`src/rtl/ps2_pkg.sv`:
```
// Shared PS/2 definitions: controller state encoding, default timing and parity helper.
// Used by the host transmitter and intended for reuse by the keyboard receiver.
package ps2_pkg;

    localparam int PS2_DEFAULT_CLK_HZ = 14_000_000;
    localparam int PS2_INHIBIT_DIV    = 10_000;   // 100 us
    localparam int PS2_TIMEOUT_DIV    = 500;      // 2 ms
    localparam int PS2_FRAME_BITS     = 11;

    typedef enum logic [2:0] {
        ST_IDLE,
        ST_INHIBIT,
        ST_RTS,
        ST_SHIFT,
        ST_ACK,
        ST_WAIT_IDLE
    } ps2_state_t;

    function automatic logic odd_parity(input logic [7:0] data);
        return ~^data;
    endfunction

endpackage

```
`src/rtl/ps2_sync.sv`:
```
// Two-flop synchronizer for one raw PS/2 line, plus a falling-edge strobe
// taken between consecutive synchronized samples.
module ps2_sync (
    input  logic CLK,
    input  logic nRESET,
    input  logic line_in,
    output logic level,
    output logic fall
);

    logic meta_reg;
    logic sync_reg;
    logic prev_reg;

    // Idle PS/2 lines float high, so reset to 1 to avoid a spurious fall.
    always_ff @(posedge CLK or negedge nRESET) begin
        if (!nRESET) begin
            meta_reg <= 1'b1;
            sync_reg <= 1'b1;
            prev_reg <= 1'b1;
        end else begin
            meta_reg <= line_in;
            sync_reg <= meta_reg;
            prev_reg <= sync_reg;
        end
    end

    assign level = sync_reg;
    assign fall  = prev_reg & ~sync_reg;

endmodule

```
`src/rtl/ps2_host_tx.sv`:
```
// PS/2 host-to-device transmitter: inhibit, request-to-send, 11-bit frame
// clocked by the device, ACK check and a shared inhibit/watchdog counter.
module ps2_host_tx
    import ps2_pkg::*;
#(
    parameter int CLK_HZ      = PS2_DEFAULT_CLK_HZ,
    parameter int INHIBIT_CYC = CLK_HZ / PS2_INHIBIT_DIV,
    parameter int TIMEOUT_CYC = CLK_HZ / PS2_TIMEOUT_DIV
) (
    input  logic       CLK,
    input  logic       nRESET,
    input  logic [7:0] tx_data,
    input  logic       tx_valid,
    output logic       tx_ready,
    output logic       tx_done,
    output logic       tx_error,
    input  logic       ps2_clk_in,
    input  logic       ps2_dat_in,
    output logic       ps2_clk_oe,
    output logic       ps2_dat_oe
);

    localparam int CNT_MAX = (INHIBIT_CYC > TIMEOUT_CYC) ? INHIBIT_CYC : TIMEOUT_CYC;
    localparam int CNT_W   = $clog2(CNT_MAX + 1);
    localparam logic [CNT_W-1:0] INHIBIT_LAST = CNT_W'(INHIBIT_CYC - 1);
    localparam logic [CNT_W-1:0] TIMEOUT_LAST = CNT_W'(TIMEOUT_CYC - 1);

    ps2_state_t                  state_reg, state_next;
    logic [CNT_W-1:0]            cnt_reg, cnt_next;
    logic [3:0]                  bit_idx_reg, bit_idx_next;
    logic [PS2_FRAME_BITS-1:0]   frame_reg, frame_next;
    logic                        done_reg, done_next;
    logic                        error_reg, error_next;

    logic clk_level;
    logic clk_fall;
    logic dat_level;
    logic dat_fall_unused;

    ps2_sync u_sync_clk (
        .CLK     (CLK),
        .nRESET  (nRESET),
        .line_in (ps2_clk_in),
        .level   (clk_level),
        .fall    (clk_fall)
    );

    ps2_sync u_sync_dat (
        .CLK     (CLK),
        .nRESET  (nRESET),
        .line_in (ps2_dat_in),
        .level   (dat_level),
        .fall    (dat_fall_unused)
    );

    always_ff @(posedge CLK or negedge nRESET) begin
        if (!nRESET) begin
            state_reg   <= ST_IDLE;
            cnt_reg     <= '0;
            bit_idx_reg <= '0;
            frame_reg   <= '0;
            done_reg    <= 1'b0;
            error_reg   <= 1'b0;
        end else begin
            state_reg   <= state_next;
            cnt_reg     <= cnt_next;
            bit_idx_reg <= bit_idx_next;
            frame_reg   <= frame_next;
            done_reg    <= done_next;
            error_reg   <= error_next;
        end
    end

    always_comb begin
        state_next   = state_reg;
        cnt_next     = cnt_reg + 1'b1;
        bit_idx_next = bit_idx_reg;
        frame_next   = frame_reg;
        done_next    = 1'b0;
        error_next   = 1'b0;
        tx_ready     = 1'b0;
        ps2_clk_oe   = 1'b0;
        ps2_dat_oe   = 1'b0;

        case (state_reg)
            ST_IDLE: begin
                tx_ready = 1'b1;
                cnt_next = '0;
                if (tx_valid) begin
                    // Frame, LSB first: start, data[7:0], parity, stop.
                    frame_next   = {1'b1, odd_parity(tx_data), tx_data, 1'b0};
                    bit_idx_next = '0;
                    state_next   = ST_INHIBIT;
                end
            end
            ST_INHIBIT: begin
                ps2_clk_oe = 1'b1;
                if (cnt_reg == INHIBIT_LAST) begin
                    cnt_next   = '0;
                    state_next = ST_RTS;
                end
            end
            ST_RTS: begin
                ps2_dat_oe   = 1'b1;
                bit_idx_next = '0;
                state_next   = ST_SHIFT;
            end
            ST_SHIFT: begin
                ps2_dat_oe = ~frame_reg[bit_idx_reg];
                if (clk_fall) begin
                    cnt_next     = '0;
                    bit_idx_next = bit_idx_reg + 1'b1;
                    if (bit_idx_reg == 4'd9)
                        state_next = ST_ACK;
                end
            end
            ST_ACK: begin
                if (clk_fall) begin
                    cnt_next = '0;
                    if (dat_level) begin
                        error_next = 1'b1;
                        state_next = ST_IDLE;
                    end else begin
                        state_next = ST_WAIT_IDLE;
                    end
                end
            end
            ST_WAIT_IDLE: begin
                if (clk_fall)
                    cnt_next = '0;
                if (clk_level && dat_level) begin
                    done_next  = 1'b1;
                    state_next = ST_IDLE;
                end
            end
            default: state_next = ST_IDLE;
        endcase

        // Watchdog wins over any other outcome, so done and error stay exclusive.
        if ((state_reg inside {ST_RTS, ST_SHIFT, ST_ACK, ST_WAIT_IDLE}) &&
            (cnt_reg == TIMEOUT_LAST)) begin
            done_next  = 1'b0;
            error_next = 1'b1;
            state_next = ST_IDLE;
        end
    end

    assign tx_done  = done_reg;
    assign tx_error = error_reg;

endmodule

```
`config.mk`:
```
export PLATFORM = sky130hd
export DESIGN_NAME = ps2_host_tx
export DESIGN_NICKNAME = d
export VERILOG_FILES = /design/src/rtl/ps2_pkg.sv /design/src/rtl/ps2_sync.sv /design/src/rtl/ps2_host_tx.sv
export SDC_FILE = /design/constraint.sdc
export NUM_CORES = 1
export LEC_CHECK = 0
export CAP_MARGIN = 20
export CELL_PAD_IN_SITES_DETAIL_PLACEMENT = 1
export CELL_PAD_IN_SITES_GLOBAL_PLACEMENT = 1
export CORE_MARGIN = 5
export CORE_UTILIZATION = 40
export DETAILED_ROUTE_END_ITERATION = 8
export MAX_ROUTING_LAYER = met4
export PLACE_DENSITY_LB_ADDON = 0.05
export SKIP_CTS_REPAIR_TIMING = 1
export SYNTH_ARGS = -nofsm -noshare
export SYNTH_HDL_FRONTEND = slang
export SYNTH_SLANG_ARGS = --single-unit
```
`constraint.sdc`:
```
create_clock -name CLK -period 1.85 [get_ports CLK]
set_input_delay 0.37 -clock CLK [delete_from_list [all_inputs] [get_ports CLK]]
set_output_delay 0.37 -clock CLK [all_outputs]
set_load 0.02 [all_outputs]
```
Word level (Yosys, flattened, before mapping)
Cells that the tools add are included.

cells by class
  add/sub/neg operators = 2
  multiply operators = 0
  divide/modulo/power cells = 0
  magnitude comparators = 1
  eq/ne operators = 16
  shift operators = 0
  muxes and demuxes = 27
  bitwise logic cells = 3
  reductions and logical operators = 10

operators by type and width
  kind                     number
  $pmux W15 S3             1
  $mux W15                 2
  $mux W3                  8
  $pmux W3 S6              1
  $add A15 B1 Y15 const B  1
  $eq A15 B11 Y1 const B   1
  $eq A15 B15 Y1 const B   1
  $ne A3 B2 Y1 const B     4
  $pmux W4 S3              1
  $mux W1                  10
  $mux W4                  2
  $reduce_xnor A8 Y1       1
  $eq A3 B2 Y1 const B     2
  $eq A3 B3 Y1 const B     2
  $ne A3 B3 Y1 const B     2
  $reduce_and A6 Y1        1
  $lt A4 B5 Y1 const B     1
  $add A4 B1 Y4 const B    1
  $bmux W1 S4              1
  $eq A4 B4 Y1 const B     1
  $ne A2 B2 Y1 const B     2
  $reduce_bool A4 Y1       1
  $eq A3 B1 Y1 const B     1
  $logic_not A3 Y1         1
  8 further kinds          10

word-level totals
  flip-flop bits (word level) = 39
  latch bits = 0
  RAM bits = 0
  bits in read-only memories = 0
  bits of input ports = 13
  output and inout bits = 5
  logic and storage cells = 70
  memories = 0

Logic depth before layout (Yosys ltp)
  depth in word-level cells = 5
  mapped depth = 7
  gate-level depth less buffers = 6

Cells and area by module
A second synthesis with hierarchy kept.

second synthesis, totals
  cells, all modules = 184
  area total of the unflattened synthesis = 2026.9 um^2

modules (own cells, without submodules)
  module       times used  cells each  area an instance (um^2)  sequential area each (um^2)
  ps2_host_tx  1           176         1841.8                   850.8
  ps2_sync     2           4           92.6                     78.8

Worst setup path before layout
Ideal clock, no wire load.

  kind = reg-to-output
  start = register bit_idx_reg[0]
  end = output ps2_dat_oe
  arrival = 1908 ps
  required time = 1480 ps
  slack = -428 ps
  stages on the path, launching flop included = 6
  path through = dfrtp_1 > clkbuf_1 > mux4_2 > a21oi_1 > o21ai_0 > a211oi_1

between the ends
  word-level cells in the longest chain between the ends = 4

ends and longest elaborated chain
  item                           line                RTL
  start: declaration             ps2_host_tx.sv:30   logic [3:0] bit_idx_reg, bit_idx_next;
  start signal: assignment       ps2_host_tx.sv:67   bit_idx_reg <= bit_idx_next;
  $bmux W1 S4                    ps2_host_tx.sv:109  ps2_dat_oe = ~frame_reg[bit_idx_reg];
  $mux W1 (implied by the code)  ps2_host_tx.sv:109
  $not A1 Y1                     ps2_host_tx.sv:109
  $pmux W1 S2                    ps2_host_tx.sv:85   case (state_reg)
  end: declaration               ps2_host_tx.sv:20   output logic ps2_dat_oe

No other way between the ends. The select of a mux whose other input is x is not followed.

Worst setup path after layout
  start = register frame_reg[7]
  end = output ps2_dat_oe

between the ends
  word-level cells in the longest chain between the ends = 4

ends and longest elaborated chain
  item                           line                RTL
  start: declaration             ps2_host_tx.sv:31   logic [PS2_FRAME_BITS-1:0] frame_reg, frame_next;
  start signal: assignment       ps2_host_tx.sv:68   frame_reg <= frame_next;
  $bmux W1 S4                    ps2_host_tx.sv:109
  $mux W1 (implied by the code)  ps2_host_tx.sv:109
  $not A1 Y1                     ps2_host_tx.sv:109
  $pmux W1 S2                    ps2_host_tx.sv:85

No other way between the ends. The select of a mux whose other input is x is not followed.

==> run summary <==
The flow ran to the end, but the final reports show violations. The final reports fail on setup timing. The tools report the total area of sequential cells as 983 µm². For this run, the number of Yosys warnings is 0. Switching power share of the total: 34.7%.

Setup repair after global routing could not meet its margin everywhere. The worst path uses 114% of the clock period. The run gives 43.8% as the share of total power in combinational logic. The global-route wire length before repair is 8.10 mm, and the post-layout minimum cycle time is 2.10 ns. The number of nets in the synthesized netlist is 206.

The count of buffers added on input and output ports is 17. The maximum number of pins on one net before global-route repair came out at 23. The total core area is 4750 µm², and the area taken by multi-input logic gates is 975 µm².

In the routed design, unresolved DRC markers number 0. The number of distinct library cells after synthesis was 40. The routed via count divided by cell count came out at 5.14.

The register with the most flip-flops in the layout has 15 of them. For the highest clock frequency the design can meet, the log shows 0.476 GHz. After the last flow step, the layout net total stands at 249. The tools report the number of fill cells in the layout as 538.

The clock network burns 21.3% of the power. Number of vias after detailed routing: 1541. The total count of max-transition violations in the final report is 0, and the antenna cell count is 0. The mean area per synthesized cell is 10.4 µm². The later pin in the worst-skew pair is clocked with a latency of 0.29 ns. The logs give 1 for the total setup violations reported at the end of the flow and 0 for the number of antenna violations at the first check in global routing. The library cell used most frequently in the layout, excluding fill and tap cells, is sky130_fd_sc_hd__dfrtp_1.

The classification of the worst-slack hold path is in2async. The slew at the pin with the worst max-slew slack was 0.462 ns; the total net switching power was 1.21 mW. The deepest clock path buffer count is 2. The worst setup path is of the reg2out kind. The post-synthesis to final-layout area growth is 31.0%.

Counting every instance in the synthesized netlist gives 189. The HPWL after detailed placement is 3.53 mm. Along the worst path, the maximum fanout reaches 2. The clock net in this run drives a total of 39 sinks.

Across the VDD grid, the largest voltage drop is 0.655 mV. The top cell types in the final layout, fill and taps aside, are 33 x sky130_fd_sc_hd__dfrtp_1, 25 x sky130_fd_sc_hd__nor2_1, 24 x sky130_fd_sc_hd__buf_4. The worst setup path is launched from a flop.

The logs give 0 for the number of max-capacitance violations reported and -0.250 ns for the sum of negative setup slack. The internal power of the cells totals 2.28 mW. The final layout contains routed wiring with a total length of 4.72 mm. The die covers 6410 µm².

For this design the static power due to leakage is 1.05 nW. The routed length per placed instance was 15.7 µm. The post-route netlist has 28.3% of its cells at a drive strength greater than 1. The detail route stage leaves a number of antenna-violating nets equal to 0.

The logs give 0.00275 ns for the worst setup skew after layout and -0.250 ns for the smallest setup slack after layout. TritonCTS built the clock tree. For this run, the slowest stage of the critical path takes 0.48 ns.

In this run the cell area of the synthesized design comes to 1960 µm². Global routing consumed, over all layers together, 17.0% of the routing resources. The number of buffers created by CTS is 5. In this run the power density over the cells is 1360 nW/µm². The worst setup path is captured at a primary output. Number of placed I/O pins: 18. Final count of hold timing violations: 0. Walking the worst path, the cells encountered are mux4_2 > a21oi_2 > o21ai_1 > a211oi_2 > buf_4. The tools report the worst-case headroom to the max-slew limit as 69.2%. For the worst setup path, the data required time is 1.48 ns. The tree is rooted in a sky130_fd_sc_hd__clkbuf_8.

Summed over all layers, the global routing overflow is 0. The H-tree depth was 2. The number of global-route vias before repair is 1679, and the total of flip-flops plus latches after synthesis is 39. Sequential elements use 50.0% of the synthesized area.

Measured along the y axis, the die boundary spans 80.1 µm. The initial utilization of the core area, before any placement, comes to 41.3%. The pre-antenna-repair detailed-routing pass consisted of 4 iterations.

The tools report the placer's final routability congestion estimate as 0.896. At the worst endpoint, the arrival time is 1.73 ns. The width of the chip is 80.1 µm, and the portion of total power attributed to sequential cells is 34.9%. After layout, the design draws a total of 3.49 mW. After clock tree synthesis, the clock-pin slew on the worst setup and hold paths is 0.08 ns. In this run, the number of DRC markers left after iteration 0 of detailed routing was 42. The tools report the number of rows in the core area as 25. Standard cell with the maximum stage delay on the critical path: sky130_fd_sc_hd__mux4_2.
==> worst max-delay path: cells and delay by family, from the launching register on <==
family,cells,cell delay (ns)
compound gates,3,0.39
flops,1,0.40
buf+inv,1,0.17
mux,1,0.48
==> cells in the mapped netlist (all sizes together) <==
master   count  area (µm²)
nand4        4        25.0
o31ai        3        22.5
o31a         2        17.5
nor4         2        12.5
nor2        28         113
nand2b       4        25.0
a31oi        1        6.26
nor4bb       1        10.0
nor2b        2        12.5
o2111ai      1        8.76
and3         1        6.26
o21ai        9        45.0
a21oi        6        30.0
or4          2        15.0
or2          3        18.8
nand3b       4        30.0
nand3        8        40.0
xnor2       16         140
a211oi       2        15.0
xor2         4        35.0
and3b        1        8.76
buf          5        31.3
o221ai       1        8.76
o22ai        1        6.26
and2         2        12.5
nand4b       1        8.76
ha           4        50.1
dfrtp       34         851
inv          5        18.8
nand2        8        30.0
mux2         9         101
mux2i        2        20.0
or3          1        6.26
nor3         4        20.0
dfstp        5         131
clkbuf       2        7.51
mux4         1        22.5
==> per-layer routing <==
metal / share of wire, % / up-vias / track usage (%)
met5: 0 / - / -
met4: 1.4 / 0 / 5.07
met3: 2.6 / 6 / 3.81
met2: 49 / 17 / 27.5
met1: 47 / 774 / 21.4
li1: - / 744 / -
==> through the flow <==
stage               cells  instance area, µm²  hold WS (ns)  setup WS, ns  util [%]
finish                300                2570        0.0185        -0.250      54.1
global route          300                2570        0.0439        -0.325      54.1
global placement      292                2420         0.339        -0.401      50.9
CTS                   300                2540        0.0269        -0.747      53.3
floorplan             189                1990        0.0744       -0.0767         -
detailed placement    292                2420         0.348        -0.409      50.9
==> cells by family after synthesis <==
| logic type | Yosys count | synth area share (%) |
|---|---|---|
| and+or+nand+nor | 76 | 20.1 |
| DFF | 39 | 50.0 |
| adders and majority gates | 4 | 2.55 |
| xor gates and xnor gates | 20 | 8.92 |
| buffers and inverters | 12 | 2.93 |
| AOI/OAI and AO/OA | 26 | 8.16 |
| muxes | 12 | 7.33 |
==> final timing paths <==
| kind | from | to | slack (ns) | cells after the start |
|---|---|---|---|---|
| worst max-delay path | frame_reg[7]$_DFFE_PN0P_ | ps2_dat_oe | -0.25 | 5 |
| max in group asynchronous | nRESET | bit_idx_reg[1]$_DFFE_PN0P_ | 1.35 | 2 |
| worst max register to register | u_sync_clk.prev_reg$_DFF_PN1_ | state_reg[0]$_DFFE_PN0P_ | 0.10 | 5 |
| worst min-delay path | nRESET | bit_idx_reg[3]$_DFFE_PN0P_ | 0.02 | 1 |
| min in group CLK | u_sync_clk.meta_reg$_DFF_PN1_ | u_sync_clk.level$_DFF_PN1_ | 0.36 | 0 |
| worst min register to register | u_sync_clk.meta_reg$_DFF_PN1_ | u_sync_clk.level$_DFF_PN1_ | 0.36 | 0 |
==> power by group through the flow <==
stage	sequential, mW	clock, mW	combinational (mW)
after floorplan	1.17	0	0.900
after global routing	1.25	0.809	1.68
after CTS	1.22	0.760	1.50
after detailed placement	1.23	0	1.49
final	1.22	0.743	1.53
after global placement	1.21	0	1.43
==> area by class of cell <==
type	count	area share [%]
Inverter	5	0.730
Sequential cell	39	38.2
Clock buffer	6	3.21
Tap cell	67	3.26
Clock inverter	2	1.36
Multi-Input combinational cell	138	37.9
Timing Repair Buffer	43	15.3
No activity file was read; power rests on OpenSTA's default activity.
